$ cat src/rtl/multicycle_main_control.sv
// Multi-cycle main control FSM for the RV32 datapath: sequences fetch/decode/execute/memory/writeback,
// drives datapath enables and ALU_OP, flags illegal opcodes and counts retired instructions.
module multicycle_main_control #(
    parameter int CNT_W = 32
) (
    input  logic             clk,
    input  logic             rst,
    input  logic [6:0]       opcode,
    input  logic             mem_ready,
    output logic [1:0]       ALU_OP,
    output logic             alu_src_a,
    output logic [1:0]       alu_src_b,
    output logic             pc_write,
    output logic             pc_write_cond,
    output logic             pc_source,
    output logic             ir_write,
    output logic             mem_read,
    output logic             mem_write,
    output logic             i_or_d,
    output logic             reg_write,
    output logic             mem_to_reg,
    output logic             illegal,
    output logic             retire,
    output logic [CNT_W-1:0] retired_count,
    output logic [3:0]       state_dbg
);

    localparam logic [6:0] OP_R      = 7'b0110011;
    localparam logic [6:0] OP_LOAD   = 7'b0000011;
    localparam logic [6:0] OP_STORE  = 7'b0100011;
    localparam logic [6:0] OP_BRANCH = 7'b1100011;

    typedef enum logic [3:0] {
        S_FETCH     = 4'd0,
        S_DECODE    = 4'd1,
        S_EXEC_R    = 4'd2,
        S_R_WB      = 4'd3,
        S_MEM_ADDR  = 4'd4,
        S_MEM_READ  = 4'd5,
        S_MEM_WB    = 4'd6,
        S_MEM_WRITE = 4'd7,
        S_BRANCH    = 4'd8,
        S_TRAP      = 4'd9
    } state_t;

    state_t state, state_nxt;

    assign state_dbg = state;

    always_ff @(posedge clk or posedge rst) begin
        if (rst) state <= S_FETCH;
        else     state <= state_nxt;
    end

    // Outputs are held at zero for as long as rst is high, independent of the clock.
    always_comb begin
        state_nxt     = state;
        ALU_OP        = 2'b00;
        alu_src_a     = 1'b0;
        alu_src_b     = 2'b00;
        pc_write      = 1'b0;
        pc_write_cond = 1'b0;
        pc_source     = 1'b0;
        ir_write      = 1'b0;
        mem_read      = 1'b0;
        mem_write     = 1'b0;
        i_or_d        = 1'b0;
        reg_write     = 1'b0;
        mem_to_reg    = 1'b0;
        illegal       = 1'b0;
        retire        = 1'b0;
        if (!rst) begin
            case (state)
                S_FETCH: begin
                    mem_read  = 1'b1;
                    alu_src_b = 2'b01;
                    ir_write  = mem_ready;
                    pc_write  = mem_ready;
                    if (mem_ready) state_nxt = S_DECODE;
                end
                S_DECODE: begin
                    alu_src_b = 2'b10;
                    case (opcode)
                        OP_R:               state_nxt = S_EXEC_R;
                        OP_LOAD, OP_STORE:  state_nxt = S_MEM_ADDR;
                        OP_BRANCH:          state_nxt = S_BRANCH;
                        default:            state_nxt = S_TRAP;
                    endcase
                end
                S_EXEC_R: begin
                    alu_src_a = 1'b1;
                    ALU_OP    = 2'b10;
                    state_nxt = S_R_WB;
                end
                S_R_WB: begin
                    reg_write = 1'b1;
                    retire    = 1'b1;
                    state_nxt = S_FETCH;
                end
                S_MEM_ADDR: begin
                    alu_src_a = 1'b1;
                    alu_src_b = 2'b10;
                    state_nxt = (opcode == OP_LOAD) ? S_MEM_READ : S_MEM_WRITE;
                end
                S_MEM_READ: begin
                    mem_read = 1'b1;
                    i_or_d   = 1'b1;
                    if (mem_ready) state_nxt = S_MEM_WB;
                end
                S_MEM_WB: begin
                    reg_write  = 1'b1;
                    mem_to_reg = 1'b1;
                    retire     = 1'b1;
                    state_nxt  = S_FETCH;
                end
                S_MEM_WRITE: begin
                    mem_write = 1'b1;
                    i_or_d    = 1'b1;
                    retire    = mem_ready;
                    if (mem_ready) state_nxt = S_FETCH;
                end
                S_BRANCH: begin
                    alu_src_a     = 1'b1;
                    ALU_OP        = 2'b01;
                    pc_write_cond = 1'b1;
                    pc_source     = 1'b1;
                    retire        = 1'b1;
                    state_nxt     = S_FETCH;
                end
                S_TRAP: begin
                    illegal = 1'b1;
                end
                default: state_nxt = S_FETCH;
            endcase
        end
    end

    always_ff @(posedge clk or posedge rst) begin
        if (rst)         retired_count <= '0;
        else if (retire) retired_count <= retired_count + CNT_W'(1);
    end

endmodule

$ cat config.mk
export PLATFORM = sky130hd
export DESIGN_NAME = multicycle_main_control
export DESIGN_NICKNAME = d
export VERILOG_FILES = /design/src/rtl/multicycle_main_control.sv
export SDC_FILE = /design/constraint.sdc
export NUM_CORES = 1
export LEC_CHECK = 0
export CAP_MARGIN = 20
export CELL_PAD_IN_SITES_DETAIL_PLACEMENT = 0
export CELL_PAD_IN_SITES_GLOBAL_PLACEMENT = 1
export CORE_MARGIN = 2
export CORE_UTILIZATION = 32
export DETAILED_ROUTE_END_ITERATION = 16
export PLACE_DENSITY = 0.78
export SLEW_MARGIN = 5
export SYNTH_ARGS = -nofsm -noshare
export SYNTH_HDL_FRONTEND = slang
export SYNTH_SLANG_ARGS = --single-unit
$ cat constraint.sdc
create_clock -name clk -period 1.8 [get_ports clk]
set_input_delay 0.27 -clock clk [delete_from_list [all_inputs] [get_ports clk]]
set_output_delay 0.27 -clock clk [all_outputs]
set_load 0.005 [all_outputs]
==> reports/qor.csv <==
metric,value,unit
Final Slew Violations,0,
number of global-route vias before repair,1752,
"antenna viol nets, final",0,
final hold violations,0,
Mapped Cells,190,
RSZ-0062 raised after global routing,yes,
Tcrit/Tclk final,110.3,%
post-route design area,0.003443,mm²
Core Footprint,0.005956,mm²
largest stage delay on the critical path,420,ps
CTS tree,built,
I/O pin count,62,
relative slew slack,57.68,%
HP Class,reg -> reg,
n_diodes,0,
Initial Util,33.11,%
CP cell instances,buf_6 -> buf_6 -> nor4b_4 -> a31oi_4 -> buf_12 -> nor4b_4 -> buf_4 -> nand4_1 -> xnor2_1,
total number of vias,1868,
Layout Area Growth over Synthesis,74.62,%
initial antenna violation count,0,
hold-critical path depth,1,
layout cells sized above 1,40.67,%
highest clock rate,0.5038,GHz
Levels on crit path,9,
hold-fix buffers at CTS,0,
RePlAce Congestion,0.7541,
CTS max path bufs,2,
Async SR Flop Fraction,100.0,%
"top cells by count, synth","dfrtp_1 (36), xnor2_1 (29), nand2_1 (17), nand4_1 (10)",
register area share after synthesis,45.69,%
total CTS buffers,5,
Main synth FF type,dfrtp_1,
Fin Setup TNS,-2438,ps
"Arr. time, crit path",2170,ps
clk_skew,6.246,ps
Crit Path Category,reg -> reg,
CP endpoint kind,register,
Post-synth EDFFs,0,
number of synthesized register bits,36,
critical path's slowest cell,dfrtp_1,
die area,0.006806,mm²
Syn. warnings,0,
Max-Cap Viols,0,
root buffer cell,clkbuf_8,
"delay-heaviest family, CP",simple AND/OR/NAND/NOR gates,
final core occ,57.82,%
Synth area leader,dfrtp_1,
power density over the cells,878.5,mW/mm²
total global routing track utilization,15.67,%
Nets,310,
Tot Pwr,3.025,mW
chip height,82.50,µm
routed len/inst,13.92,µm
leakage,1.613,nW
Setup crit start kind,register,
H-tree depth,2,
Avg Inst Size Synth,10.38,µm²
Synth top area share,45.69,%
top cells by area in the synthesized netlist,"dfrtp_1 (46%), xnor2_1 (13%), nand2_1 (3.2%)",
critical-path maximum fanout,6,
Final Setup Violations,31,
Syn Nets,201,
initial DRC count,54,
Port Buf Inserts,61,
clk sink count,36,
worst r2r path cells,9,
Overflow after GRT,0,
vias per inst,4.981,
Crit path required time,1990,ps
largest net degree at the start of global routing,37,
top-count cell post-synth,dfrtp_1,
WHS,488.6,ps
die span in x,82.50,µm
# DRC,0,
placed inst area,0.002900,mm²
clock insertion delay at the later pin of the skew report,300,ps
CP bufs+invs,4,
Tmin final,1985,ps
maximum VDD drop,0.0004534,V
final worst slack,-185.0,ps
first-pass GRT wire length,8217,µm
DP HPWL,3545,µm
Worst-path clk slew,80,ps
Pre-Repair DR Iteration Count,4,
Netlist cell types,41,
outcome,"finished, violations left",
measured slew at the worst slew-check pin,634.8,ps
"Cell Area, Synth",0.001972,mm²
Core Rows,28,
failing checks,setup timing,
Post-Route WL,5219,µm
==> path summary, 6_finish.rpt <==
kind	start	end	slack, ps
worst max-delay path	state_dbg[2]$_DFFE_PP0P_	retired_count[14]$_DFFE_PP0P_	-190
worst max register to register	state_dbg[2]$_DFFE_PP0P_	retired_count[14]$_DFFE_PP0P_	-190
max in group asynchronous	rst	retired_count[1]$_DFFE_PP0P_	780
worst min-delay path	retired_count[25]$_DFFE_PP0P_	retired_count[25]$_DFFE_PP0P_	490
min in group asynchronous	rst	state_dbg[3]$_DFFE_PP0P_	690
worst min register to register	retired_count[25]$_DFFE_PP0P_	retired_count[25]$_DFFE_PP0P_	490
==> metrics by stage <==
step | worst slack [ps] | std cells
finish | -185.0 | 375
floorplan | 0.6762 | 190
detailed placement | -276.7 | 349
global route | -269.0 | 375
global placement | -292.0 | 349
CTS | -194.3 | 365
==> layout make-up <==
| type | instances | area, µm² |
|---|---|---|
| inverters | 2 | 11.26 |
| repair buffers | 113 | 1042 |
| well taps | 75 | 93.84 |
| clock buffers | 5 | 68.82 |
| clock inverters | 3 | 18.77 |
| multi-input cells | 141 | 1308 |
| fillers | 520 | 2512 |
| flip-flops and latches | 36 | 900.9 |
==> what timing repair did <==
item	in CTS	in global routing
buffers inserted	8	10
gates resized for setup	92	43
endpoints found under the setup margin	42	44
pin swaps	27	28
==> power breakdown <==
part           switching, mW  leakage (nW)  internal [mW]
registers             0.0836         0.490          0.885
clock network          0.308        0.0479          0.270
logic                  0.644          1.08          0.834
total                   1.04          1.61           1.99
==> registers in the layout, indices dropped and copies added (netlist names) <==
| name | cells |
|---|---|
| retired_count | 32 |
| state_dbg | 4 |
==> metal layers <==
layer | global-route usage [%] | vias up | part of all wire [%]
met5 | 0 | - | 0
met4 | 6.066 | 0 | 1.8
met1 | 20.22 | 914 | 43
met3 | 3.913 | 9 | 4.8
met2 | 25.24 | 50 | 50
li1 | - | 895 | -
==> placed cells by master, fill, tap and decap left out, types with 2 or more instances in the layout <==
cell and instances:
buf_6 21, xnor2_1 23, nand2b_1 2, nor4_4 3, xor2_1 3, buf_2 8
dlygate4sd2_1 2, buf_4 34, clkbuf_8 5, a31oi_1 3, and4_1 5, nor3_4 5
xnor2_2 5, nand3_2 6, and3_1 8, o21ai_0 2, nand3_4 2, nor4b_4 2
clkdlybuf4s50_1 42, or2_4 2, nand2_2 3, dlymetal6s2s_1 3, dfrtp_1 36, nor2b_2 2
nand4_1 10, nor3_1 2, nor2_1 8, nand2_1 9, o21a_1 2, clkinv_2 2
nor3_2 2, a2111oi_4 2, nand2_4 5, a21oi_1 4
==> kinds of logic (layout without fill, tap and decap cells) <==
kind of cell    count (synthesis)  count (layout)  synth area share [%]
mux                             2               2                 1.079
buf+inv                        13             123                 3.046
simple gates                   87              87                 27.92
flops                          36              36                 45.69
fa+ha+maj                       2               2                 1.142
xor+xnor                       32              32                 14.21
compound gates                 18              18                 6.917
Power figures use the tool's default switching activity.
